**config.mk**
```make
export PLATFORM = sky130hd
export DESIGN_NAME = joy_serial_scanner
export DESIGN_NICKNAME = d
export VERILOG_FILES = /design/src/rtl/joy_serial_scanner.sv
export SDC_FILE = /design/constraint.sdc
export NUM_CORES = 1
export LEC_CHECK = 0
export BUFFER_PORTS_ARGS = -buffer_cell sky130_fd_sc_hd__buf_2
export CORE_ASPECT_RATIO = 0.6
export CORE_MARGIN = 4
export CORE_UTILIZATION = 55
export CTS_CLUSTER_DIAMETER = 150
export DETAILED_ROUTE_END_ITERATION = 10
export PLACE_DENSITY_LB_ADDON = 0.3
export SYNTH_ARGS = -nofsm -noshare
export SYNTH_HDL_FRONTEND = slang
export SYNTH_SLANG_ARGS = --single-unit
```
**constraint.sdc**
```tcl
create_clock -name clk -period 2.8 [get_ports clk]
set_clock_uncertainty 0.1 [all_clocks]
set_input_delay 0.42 -clock clk [delete_from_list [all_inputs] [get_ports clk]]
set_output_delay 0.42 -clock clk [all_outputs]
set_load 0.02 [all_outputs]
```
**src/rtl/joy_serial_scanner.sv**
```systemverilog
// Serial joystick/button scanner for a chain of 74HC165-style PISO shift
// registers: drives shift clock and load strobe, deserialises one frame per
// pass and debounces it into a stable, active-low button vector.
module joy_serial_scanner #(
  parameter int NUM_PLAYERS     = 2,
  parameter int BITS_PER_PLAYER = 8,
  parameter int CLK_DIV_LOG2    = 8,
  parameter int DEBOUNCE_FRAMES = 2,
  parameter int INVERT          = 0
) (
  input  logic                                   clk,
  input  logic                                   reset_n,
  input  logic                                   scan_en,
  input  logic                                   joy_data,
  output logic                                   joy_clk,
  output logic                                   joy_load_n,
  output logic [NUM_PLAYERS*BITS_PER_PLAYER-1:0] buttons,
  output logic                                   frame_valid,
  output logic                                   changed
);

  localparam int TOTAL = NUM_PLAYERS * BITS_PER_PLAYER;
  localparam int IDX_W = $clog2(TOTAL);
  localparam int CNT_W = $clog2(DEBOUNCE_FRAMES + 1);
  localparam logic             INV_BIT  = (INVERT != 0);
  localparam logic [IDX_W-1:0] LAST_IDX = IDX_W'(TOTAL - 1);
  localparam logic [CNT_W-1:0] CNT_MAX  = CNT_W'(DEBOUNCE_FRAMES);

  logic [CLK_DIV_LOG2-1:0] prescaler_q;
  logic [IDX_W-1:0]        bit_idx_q, bit_idx_d;
  // The final bit of a frame goes straight into frame_word, so the shadow
  // only needs to hold the first TOTAL-1 samples.
  logic [TOTAL-2:0]        shadow_q, shadow_d;
  logic [TOTAL-1:0]        last_q, last_d;
  logic [TOTAL-1:0]        buttons_q, buttons_d;
  logic [CNT_W-1:0]        stable_q, stable_d;
  logic                    frame_valid_q, frame_valid_d;
  logic                    changed_q, changed_d;

  logic             tick;
  logic             sample;
  logic [TOTAL-1:0] frame_word;

  assign tick       = (prescaler_q == '0);
  assign sample     = joy_data ^ INV_BIT;
  assign frame_word = {sample, shadow_q};

  assign joy_clk     = prescaler_q[CLK_DIV_LOG2-1];
  assign joy_load_n  = (bit_idx_q != '0);
  assign buttons     = buttons_q;
  assign frame_valid = frame_valid_q;
  assign changed     = changed_q;

  // Free-running prescaler; wraps and sets the shift-tick cadence.
  always_ff @(posedge clk or negedge reset_n) begin
    if (!reset_n) prescaler_q <= '0;
    else          prescaler_q <= prescaler_q + 1'b1;
  end

  // Per-tick sampling, frame commit and debounce decision.
  always_comb begin
    bit_idx_d     = bit_idx_q;
    shadow_d      = shadow_q;
    last_d        = last_q;
    buttons_d     = buttons_q;
    stable_d      = stable_q;
    frame_valid_d = 1'b0;
    changed_d     = 1'b0;
    // scan_en only gates the start of a frame; a frame in progress finishes.
    if (tick && ((bit_idx_q != '0) || scan_en)) begin
      for (int i = 0; i < TOTAL - 1; i++) begin
        if (bit_idx_q == IDX_W'(i)) shadow_d[i] = sample;
      end
      if (bit_idx_q == LAST_IDX) begin
        bit_idx_d     = '0;
        frame_valid_d = 1'b1;
        last_d        = frame_word;
        if (frame_word == last_q) begin
          stable_d = (stable_q == CNT_MAX) ? stable_q : stable_q + 1'b1;
        end else begin
          stable_d = CNT_W'(1);
        end
        if ((stable_d == CNT_MAX) && (frame_word != buttons_q)) begin
          buttons_d = frame_word;
          changed_d = 1'b1;
        end
      end else begin
        bit_idx_d = bit_idx_q + 1'b1;
      end
    end
  end

  // Scanner state registers.
  always_ff @(posedge clk or negedge reset_n) begin
    if (!reset_n) begin
      bit_idx_q     <= '0;
      shadow_q      <= '1;
      last_q        <= '1;
      buttons_q     <= '1;
      stable_q      <= '0;
      frame_valid_q <= 1'b0;
      changed_q     <= 1'b0;
    end else begin
      bit_idx_q     <= bit_idx_d;
      shadow_q      <= shadow_d;
      last_q        <= last_d;
      buttons_q     <= buttons_d;
      stable_q      <= stable_d;
      frame_valid_q <= frame_valid_d;
      changed_q     <= changed_d;
    end
  end

endmodule

```
# Word level (Yosys, flattened, before mapping)
# Index checks and enable logic that the tools add are counted.
dict set report op_classes {
  addsub 3
  multipliers 0
  div 0
  n_lt_le_gt_ge 0
  eq_ne 19
  shift 0
  muxes 10
  n_bitwise 0
  reduce_logical 23
}
# cell n
set op_table {}
lappend op_table {{$eq 4x4->1 const B} 8}
lappend op_table {{$reduce_and 2->1} 16}
lappend op_table {{$eq 16x16->1} 1}
lappend op_table {{$eq 4x3->1 const B} 4}
lappend op_table {{$ne 16x16->1} 1}
lappend op_table {{$add 8x1->8 const B} 1}
lappend op_table {{$eq 4x2->1 const B} 2}
lappend op_table {{$logic_not 8->1} 1}
lappend op_table {{$mux 2} 4}
lappend op_table {{$mux 1} 5}
lappend op_table {{$add 4x1->4 const B} 1}
lappend op_table {{$eq 2x2->1 const B} 2}
lappend op_table {{$eq 4x1->1 const B} 1}
lappend op_table {{$logic_not 4->1} 1}
lappend op_table {{$mux 4} 1}
lappend op_table {{$reduce_bool 4->1} 1}
lappend op_table {{$reduce_and 3->1} 1}
lappend op_table {{$add 2x1->2 const B} 1}
lappend op_table {{$logic_and 1x1->1} 2}
lappend op_table {{$logic_or 1x1->1} 1}
dict set report word_totals {
  register_bits 63
  latchBits 0
  ram_bits 0
  romBits 0
  input_bits 4
  output_inout_bits 20
  word_cells 77
  memories 0
}

# Logic depth before layout (Yosys ltp)
# Gate-level depths: netlist of the first run.
dict set report depth {
  depth_word 10
  ltp_mapped 8
  ltp_nobuf 7
}

# Least setup slack after synthesis of the first run
# No wires, ideal clock.
dict set report synth_timing {
  path_kind {register -> register}
  start {register bit_idx_q[0]}
  end {register buttons_q[10] (netlist: buttons[10])}
  setup_ns 0.082
  t_arrival_ns 2.082
  path_slack_ns 0.536
  stages_incl_launch_ff 9
  path_cell_list {dfrtp_1 inv_1 ha_1 or3b_4 o211ai_2 nor2_4 nand4b_4 buf_6 mux2_4}
}
dict set report synth_between {
  elab_chain_len 4
}
# item line
set synth_lines {}
lappend synth_lines {{from (decl)} 30} ;# logic [IDX_W-1:0] bit_idx_q, bit_idx_d;
lappend synth_lines {{from (signal assigned)} 104} ;# bit_idx_q <= bit_idx_d;
lappend synth_lines {{$reduce_bool 4->1} -}
lappend synth_lines {{net joy_load_n} 16} ;# output logic joy_load_n,
lappend synth_lines {{$logic_or 1x1->1} 70} ;# if (tick && ((bit_idx_q != '0) || scan_en)) begin
lappend synth_lines {{$logic_and 1x1->1} 70}
lappend synth_lines {{$reduce_and 3->1 (no line)} -}
lappend synth_lines {{to (signal assigned)} 107} ;# buttons_q <= buttons_d;
lappend synth_lines {{to (decl)} 35} ;# logic [TOTAL-1:0] buttons_q, buttons_d;
# The timed path passes the listed nets, and every way through them passes these cells.
# A chain may end at the register's enable or synchronous reset.

# Worst setup path after layout of the first run
dict set report layout_timing {
  start {register bit_idx_q[0]}
  end {register buttons_q[14] (netlist: buttons[14])}
}
dict set report layout_between {
  elab_chain_len 4
}
# item line
set layout_lines {}
lappend layout_lines {{$reduce_bool 4->1} 70}
lappend layout_lines {{$logic_or 1x1->1} 70}
lappend layout_lines {{$logic_and 1x1->1} 70}
lappend layout_lines {{$reduce_and 3->1 (no line) (*)} -}
# Mark *: on every way between the ends. The rest lies on a longest branch, timed or not.

==> results of run 1 <==
critical path, delay by kind of cell (launching register included):
family                     cells  cell delay, ps
AOI/OAI and AO/OA              1             300
adders and majority gates      1             230
buffers and inverters          1             130
DFF                            1             400
muxes                          1             390
and+or+nand+nor                3             820
flip-flops by register name (all words and copies together) (netlist names):
signal / cells
bit_idx_q: 4
changed: 1
shadow_q: 15
buttons: 16
stable_q: 2
last_q: 16
prescaler_q: 8
frame_valid: 1
path summary, 6_finish.rpt:
path / slack, ps / from / endpoint / depth (start not counted)
max: 350 / bit_idx_q[0] / buttons[14] / 7
min: -3 / reset_n / bit_idx_q[0] / 1
max reg2reg: 350 / bit_idx_q[0] / buttons[14] / 7
min reg2reg: 390 / prescaler_q[0] / prescaler_q[0] / 1
max in group asynchronous: 1830 / reset_n / last_q[8] / 2
min in group clk: 390 / prescaler_q[0] / prescaler_q[0] / 1
cells in the mapped netlist:
library cell | number | area (um^2)
o21ai_0 | 4 | 20.02
mux2_2 | 37 | 416.7
or4b_1 | 1 | 10.01
mux2_4 | 10 | 150.1
nor4b_4 | 1 | 23.77
a31oi_1 | 1 | 6.260
nand2_1 | 17 | 63.81
buf_6 | 2 | 22.52
nor3_2 | 1 | 10.01
nor2_4 | 1 | 11.26
clkbuf_1 | 1 | 3.750
buf_2 | 2 | 10.01
nor4_1 | 1 | 6.260
or3b_4 | 1 | 11.26
dfrtp_1 | 16 | 400.4
o211a_1 | 1 | 10.01
a22o_1 | 1 | 8.760
and2_1 | 1 | 6.260
nand4_1 | 10 | 62.56
ha_1 | 7 | 87.58
inv_1 | 8 | 30.03
nor3_1 | 6 | 30.03
nand4b_4 | 1 | 23.77
and3_1 | 2 | 12.51
dfstp_2 | 47 | 1235
o211ai_2 | 1 | 12.51
clkinv_1 | 1 | 3.750
xor2_1 | 2 | 17.52
xnor2_1 | 37 | 324.1
nand3_1 | 6 | 30.03
nor2_1 | 5 | 18.77
area by class of cell:
class	instances	area, um^2	share of cell area
Sequential cell	63	1635	0.4696
Tap cell	66	82.58	0.02372
Inverter	9	33.78	0.009702
Multi-Input combinational cell	155	1374	0.3945
Clock inverter	4	45.04	0.01294
Timing Repair Buffer	29	160.2	0.04599
Clock buffer	11	151.4	0.04348
power groups by stage:
| stage | logic [mW] | registers, mW | clock network [mW] |
|---|---|---|---|
| after floorplan | 0.0109 | 0.930 | 0 |
| after detailed placement | 0.0387 | 0.931 | 0 |
| after global routing | 0.0433 | 0.916 | 0.865 |
| after CTS | 0.0388 | 0.917 | 0.810 |
| final | 0.0376 | 0.917 | 0.788 |
| after global placement | 0.0379 | 0.931 | 0 |
placed cells by master (no fill, tap or decap):
cell type and count:
nor4b_4 1, or4b_1 1, nor3_2 1, o211ai_2 1, bufinv_16 1, a31oi_1 1
nor4_1 1, mux2_2 37, nor3_1 6, nand4b_4 1, o211a_1 1, dfstp_2 47
inv_1 8, dfrtp_1 16, xnor2_1 37, a22o_1 1, and3_1 2, xor2_1 2
clkinv_2 3, mux2_4 10, nor2_4 1, ha_1 7, nand4_1 10, buf_2 23
clkinv_1 1, clkbuf_8 11, nand2_1 17, and2_1 1, o21ai_0 4, or3b_4 1
nor2_1 5, buf_4 6, nand3_1 6
cells by family (layout without fill, tap and decap cells):
| logic type | count (synthesis) | after routing |
|---|---|---|
| AOI/OAI and AO/OA | 8 | 8 |
| muxes | 47 | 47 |
| and+or+nand+nor | 54 | 54 |
| xor gates and xnor gates | 39 | 39 |
| buffers and inverters | 14 | 53 |
| adders and majority gates | 7 | 7 |
| DFF | 63 | 63 |
metal layers:
| metal | part of all wire | wire [um] | up-vias |
|---|---|---|---|
| met4 | 0.0078 | 45 | 0 |
| met5 | 0 | 0 | - |
| met1 | 0.54 | 3135 | 938 |
| li1 | - | - | 873 |
| met3 | 0.046 | 268 | 4 |
| met2 | 0.41 | 2350 | 36 |
stage by stage:
stage | cells | worst slack (ps)
after CTS | 337 | 358.2
after detailed placement | 322 | 382.8
after floorplan | 232 | 535.7
after global placement | 322 | 422.7
final | 337 | 352.9
after global routing | 337 | 128.2
==> results.ini, run 1 <==
[clock_tree]
worst_skew_pair.late_latency_ps = 340
clockRootBuffer = clkbuf_8
cts_tree = done
htree_num_levels = 3
numClockSinks = 63
post_cts_buffers = 0
cts_buffers = 9
hold_buffers = 0
clockBufferDepth = 2
cts.repair.resized = 0
clk_pin_slew_worst_paths_ps = 70

[detailed_routing]
firstDrtPassIters = 4
wl_um = 5800
vias = 1851
drc = 0
vias_per_cell = 5.493
drtAntennaViolNets = 0
avgRoutedWirePerCell_um = 17.21
drt_iter0_drc = 121

[placement]
dpl_cell_area_um2 = 3286
hpwl_um = 4157
portBuffers = 23
gp_congestion = 0.8169

[yosys]
netlist_instances = 232
syn_avg_cell_area_um2 = 13.27
synth-simple-area-share = 0.1040
synth-compound-area-share = 0.01869
ys_seq_area_frac = 0.5311
yosys_warnings = 0
synth_top_family_by_area = multiplexers
syn_nets = 243
synth_fa_ha_area_frac = 0.02844
synth_xor_area_frac = 0.1109
synth.area.mux_share = 0.1841
synth_area_um2 = 3079
ys_seq_elements = 63
synth_cell_types = 31

[sta]
hold_viol_final = 3
slew_headroom = 0.5601
hold_slack_ps = -3.112
fin_crit_sh = 0.8740
rsz0062_at_grt = no
min_period_ps = 2447
max_freq_ghz = 0.4087
worst_slew_pin_slew_ps = 654.8
tns_ps = 0
drv_slew = 0
setup_viol = 0

[final_layout]
final_cell_area_um2 = 3482
nets = 278
areaGrowthSynthToFinish_pct = 13.08
drive_gt1_frac = 0.5314
fin_util = 0.6658
antenna_cells = 0
n_fill_cell = 394

[outcome]
status = finished, violations left
violations = hold timing

[grt]
grt_overflow_total = 0
grt_use_total = 0.1966
antenna_found_initial = 0
grtUsageMet1 = 0.2890
grt_util_met3 = 0.08780
grt_pass1_wl_um = 10040
grt_pass1_vias = 1913
grt_busiest_layer = met1
grt_max_degree = 29
use_met2 = 0.2580

[pwr]
power_mw = 1.743
p_int_mw = 1.375
ir_worst_vdd_v = 0.0003265
power_density_nw_per_um2 = 500.4
combinationalPowerShare = 0.022
seqPwrFrac = 0.526
leakage_nw = 1.499
p_switching_mw = 0.3675
clkPwrFrac = 0.452
p_sw_frac = 0.2109

[critical_path]
critPathLaunchType = flop
worstSetupPathType = reg -> reg
worstPathCellList = inv_1 -> ha_1 -> or3b_4 -> o211ai_2 -> nor2_4 -> nand4b_4 -> mux2_2
critPathCaptureType = flop
worst-endpoint-arrival_ps = 2610
crit_fanout = 16
cpPeakStageDelay_ps = 420
cpMaxStageDelayCell = or3b_4
worstPathRequired_ps = 2970

[die]
ios = 24
fp.dieH_um = 65.96
initial_core_util = 0.5888
dieArea_um2 = 6899
placeableCoreArea_um2 = 5230
rows = 20
die_w_um = 104.6

[hold_path]
min_path_type = in -> async

[run]
cap_violations = 0

Power figures use the tool's default switching activity.
==> inputs of run 2 (changes only) <==
CORE_UTILIZATION = 25   (was 55)
CTS_BUF_LIST = sky130_fd_sc_hd__clkbuf_8   (was unset)
RECOVER_POWER = 100   (was unset)
==> results.ini, run 2 (synthesized netlist as in run 1, its figures left out) <==
[grt]
grt_overflow_total = 0  ; unchanged
grt_max_degree = 28  ; -3.4%
grt_pass1_wl_um = 10620  ; +5.8%
grt_pass1_vias = 1843  ; -3.7%
grt_use_total = 0.1026  ; -0.09392
antenna_found_initial = 0  ; unchanged

[detailed_routing]
drc = 0  ; unchanged
drtAntennaViolNets = 0  ; unchanged
wl_um = 6527  ; +13%
drt_iter0_drc = 87  ; -28%
vias_per_cell = 4.195  ; -24%
firstDrtPassIters = 4  ; unchanged
vias = 1829  ; -1.2%
avgRoutedWirePerCell_um = 14.97  ; -13%

[pwr]
p_int_mw = 1.465  ; +6.5%
power_density_nw_per_um2 = 517.3  ; +3.4%
p_switching_mw = 0.3734  ; +1.6%
combinationalPowerShare = 0.020  ; -0.002
ir_worst_vdd_v = 0.0001692  ; -48%
seqPwrFrac = 0.498  ; -0.028
p_sw_frac = 0.2031  ; -0.007789
leakage_nw = 1.389  ; -7.4%
power_mw = 1.838  ; +5.5%
clkPwrFrac = 0.482  ; +0.030

[critical_path]
critPathLaunchType = flop
crit_fanout = 16  ; unchanged
worst-endpoint-arrival_ps = 2670  ; +60 ps
worstPathRequired_ps = 2970  ; about the same
worstSetupPathType = reg -> reg
critPathCaptureType = flop

[clock_tree]
cts_tree = done
clockRootBuffer = clkbuf_8
htree_num_levels = 3  ; unchanged
clockBufferDepth = 2  ; unchanged
clk_pin_slew_worst_paths_ps = 70  ; about the same
post_cts_buffers = 0  ; unchanged
worst_skew_pair.late_latency_ps = 340  ; about the same
numClockSinks = 63  ; unchanged
cts_buffers = 9  ; unchanged

[sta]
hold_viol_final = 0  ; -3
fin_crit_sh = 0.8943  ; +0.02036
worst_slew_pin_slew_ps = 845.1  ; +190.3 ps
drv_slew = 0  ; unchanged
min_period_ps = 2504  ; +56.99 ps
setup_viol = 0  ; unchanged
rsz0062_at_grt = no
hold_slack_ps = 396.4  ; +399.5 ps
max_freq_ghz = 0.3994  ; -2.3%
tns_ps = 0  ; unchanged
slew_headroom = 0.4366  ; -0.1235

[final_layout]
antenna_cells = 0  ; unchanged
n_fill_cell = 1272  ; +220%
drive_gt1_frac = 0.3948  ; -0.1365
multi_input_area_um2 = 1338  ; -2.6%
final_common_cell = dfstp_2
areaGrowthSynthToFinish_pct = 15.40
nets = 277  ; -0.36%
regArea_um2 = 1635  ; unchanged
mostFrequentLayoutCells = dfstp_2, xnor2_1, mux2_2

[outcome]
status = complete, no violations

[die]
rows = 31  ; +55%
fp.dieH_um = 93.97  ; +42%
placeableCoreArea_um2 = 12060  ; +130%
die_w_um = 151.3  ; +45%
initial_core_util = 0.2553  ; -0.3335
ios = 24  ; unchanged
dieArea_um2 = 14210  ; +110%

[hold_path]
min_path_type = reg -> reg

[placement]
gp_congestion = 0.7901  ; -3.3%
portBuffers = 23  ; unchanged
hpwl_um = 4900  ; +18%

[run]
cap_violations = 0  ; unchanged

-- run 2: worst paths after layout --
kind | start | end | slack (ps) | cells after the start
setup / recovery | shadow_q[5] | buttons[5] | 300 | 5
min in group asynchronous | reset_n | frame_valid | 590 | 2
setup reg to reg | shadow_q[5] | buttons[5] | 300 | 5
hold reg to reg | prescaler_q[0] | prescaler_q[0] | 400 | 1
hold / removal | prescaler_q[0] | prescaler_q[0] | 400 | 1
max in group asynchronous | reset_n | buttons[1] | 880 | 3
-- run 2: cell type report --
cell class	count	share of cell area
sequential	63	0.4602
inverter	9	0.009507
timing repair buffer	28	0.03275
clock inverter	5	0.02042
clock buffer	11	0.04261
multi-input combinational	155	0.3764
tap	165	0.05810
-- run 2: what timing repair did --
action	CTS	global route
endpoints found under the hold margin	3	0
resized for setup	0	0
hold buffers	1	0
-- run 2: per-stage QoR --
stage	area, um^2	instances	setup WS [ps]	utilization
floorplan	3079	232	535.7	-
global placement	3395	419	234.2	0.2814
detailed placement	3395	419	174.9	0.2814
CTS	3628	436	341.0	0.3008
global route	3553	436	205.2	0.2946
finish	3553	436	295.9	0.2946
-- run 2: power groups by stage --
stage / Sequential, mW / Clock, mW / Combinational [mW]
after floorplan: 0.930 / 0 / 0.0109
after global placement: 0.931 / 0 / 0.0371
after detailed placement: 0.931 / 0 / 0.0381
after CTS: 0.916 / 0.922 / 0.0391
after global routing: 0.916 / 0.965 / 0.0425
final: 0.916 / 0.886 / 0.0360
-- run 2: per-layer routing --
metal,GRT usage,up-vias,routed length (um)
met5,0,-,0
met4,0.03620,0,84
met3,0.04002,9,450
met2,0.1223,35,2366
met1,0.1600,913,3625
li1,-,872,-
-- run 2: worst max-delay path, cell delays in order (launching register included) --
cell and delay (ps):
dfstp_1 630, xnor2_1 240, nand4_1 180, nor3_1 440
nand4b_4 390, mux2_1 440
==> inputs of run 3 (changes only) <==
clock period = 3.1 ns   (was 2.8 ns; I/O delays follow)
==> results.ini, run 3 (synthesized netlist as in run 1, its figures left out) <==
[final_layout]
drive_gt1_frac = 0.3903  ; -0.004499
mostFrequentLayoutCells = dfstp_2, xnor2_1, mux2_2
areaGrowthSynthToFinish_pct = 14.87
antenna_cells = 0  ; unchanged
nets = 275  ; -0.72%
final_common_cell = dfstp_2

[pwr]
power_density_nw_per_um2 = 478.6  ; -7.5%
p_switching_mw = 0.3452  ; -7.6%
seqPwrFrac = 0.489  ; -0.009
p_int_mw = 1.348  ; -8.0%
power_mw = 1.693  ; -7.9%
leakage_nw = 1.377  ; -0.84%
ir_worst_vdd_v = 0.0001932  ; +14%
clkPwrFrac = 0.493  ; +0.011
combinationalPowerShare = 0.018  ; -0.002
p_sw_frac = 0.2039  ; +0.0007875

[die]
initial_core_util = 0.2553  ; unchanged
rows = 31  ; unchanged
placeableCoreArea_um2 = 12060  ; unchanged
dieArea_um2 = 14210  ; unchanged
ios = 24  ; unchanged
fp.dieH_um = 93.97  ; unchanged
die_w_um = 151.3  ; unchanged

[clock_tree]
worst_skew_pair.late_latency_ps = 350  ; about the same
post_cts_buffers = 0  ; unchanged
clk_pin_slew_worst_paths_ps = 70  ; about the same
numClockSinks = 63  ; unchanged
clockRootBuffer = clkbuf_8
cts_tree = done
htree_num_levels = 3  ; unchanged
cts_buffers = 9  ; unchanged
clockBufferDepth = 2  ; unchanged

[placement]
portBuffers = 23  ; unchanged
hpwl_um = 4704  ; -4.0%
gp_congestion = 0.7596  ; -3.9%

[sta]
hold_slack_ps = 404.0  ; +7.540 ps
slew_headroom = 0.1060  ; -0.3305
tns_ps = 0  ; unchanged
worst_slew_pin_slew_ps = 1341  ; +495.8 ps
fin_crit_sh = 0.8496  ; -0.04469
rsz0062_at_grt = no
hold_viol_final = 0  ; unchanged
setup_viol = 0  ; unchanged
drv_slew = 0  ; unchanged
max_freq_ghz = 0.3797  ; -4.9%
min_period_ps = 2634  ; +129.8 ps

[grt]
grt_overflow_total = 0  ; unchanged
grt_max_degree = 54  ; +93%
grt_pass1_vias = 1837  ; -0.33%
grt_use_total = 0.1005  ; -0.002092
grt_pass1_wl_um = 10430  ; -1.8%
antenna_found_initial = 0  ; unchanged

[detailed_routing]
drc = 0  ; unchanged
drtAntennaViolNets = 0  ; unchanged
firstDrtPassIters = 4  ; unchanged
vias_per_cell = 4.258  ; +1.5%
vias = 1848  ; +1.0%
drt_iter0_drc = 59  ; -32%
wl_um = 6465  ; -0.95%
avgRoutedWirePerCell_um = 14.90  ; -0.49%

[critical_path]
crit_family = simple AND/OR/NAND/NOR gates
crit_fanout = 16  ; unchanged
critPathCaptureType = flop
worstPathCellList = inv_1 -> ha_1 -> or3b_1 -> o211ai_1 -> nor2_1 -> nand4b_4 -> mux2_2
cpMaxStageDelayCell = or3b_1
worst-endpoint-arrival_ps = 2800  ; +130 ps
cpPeakStageDelay_ps = 420  ; -210 ps
worstSetupPathType = reg -> reg
worstPathRequired_ps = 3270  ; +300 ps
critPathLaunchType = flop
crit_buf_inv = 1  ; +1

[outcome]
status = complete, no violations

[run]
cap_violations = 0  ; unchanged

[hold_path]
min_path_type = reg -> reg

## run 3: cell count changes in the layout (fill, tap and decap cells not counted)
cell,delta
nor3_1,+1
nor3_2,-1
o211ai_2,-1
clkbuf_1,-1
dfstp_1,-1
o211ai_1,+1
and2_0,+1
inv_1,-1
nor2_4,-1
clkbuf_8,+1
and2_1,-1
dfstp_2,+1
nor2_1,+1
clkbuf_2,-1
## run 3: timing repair
action / CTS / global route
gates resized for setup: 0 / 0
hold buffers: 1 / 0
hold endpoints to repair: 1 / 0
## run 3: worst paths after layout
check                      cells after the start            from              to  slack (ps)
hold reg to reg                                1  prescaler_q[0]  prescaler_q[0]         400
setup / recovery                               7    bit_idx_q[0]     buttons[12]         470
max in group asynchronous                      3         reset_n    bit_idx_q[1]         690
hold / removal                                 1  prescaler_q[0]  prescaler_q[0]         400
min in group asynchronous                      2         reset_n     frame_valid         500
setup reg to reg                               7    bit_idx_q[0]     buttons[12]         470
## run 3: per-stage QoR
stage          std cells    util  cell area [um^2]  setup slack (ps)
4_1_cts              434  0.3004              3623             615.1
3_5_place_dp         417  0.2802              3379             527.7
2_1_floorplan        232       -              3079             835.7
6_report             434  0.2932              3537             466.2
3_3_place_gp         417  0.2802              3379             502.4
5_1_grt              434  0.2932              3537             303.6
## run 3: per-layer routing
metal / wire, um / track usage
met4: 88 / 0.03167
met3: 331 / 0.04098
met5: 0 / 0
met1: 3664 / 0.1559
met2: 2380 / 0.1215
## run 3: worst register-to-register path, delay by kind of cell (launching register included)
family,cells,cell delay (ps)
compound gates,1,370
fa+ha+maj,1,240
buf+inv,1,130
flops,1,400
mux,1,380
simple gates,3,930
## run 3: power by group through the flow
stage / registers (mW) / clock network [mW] / logic, mW
2_1_floorplan: 0.840 / 0 / 0.00982
3_3_place_gp: 0.840 / 0 / 0.0324
3_5_place_dp: 0.840 / 0 / 0.0330
4_1_cts: 0.827 / 0.856 / 0.0343
5_1_grt: 0.827 / 0.901 / 0.0366
6_report: 0.827 / 0.834 / 0.0313
## run 3: area by class of cell
class,count,area [um^2]
timing repair buffer,26,107.6
tap,165,206.4
clock inverter,4,68.82
fill,1273,8526
multi-input combinational,155,1320
sequential,63,1635
clock buffer,12,165.2
inverter,9,33.78
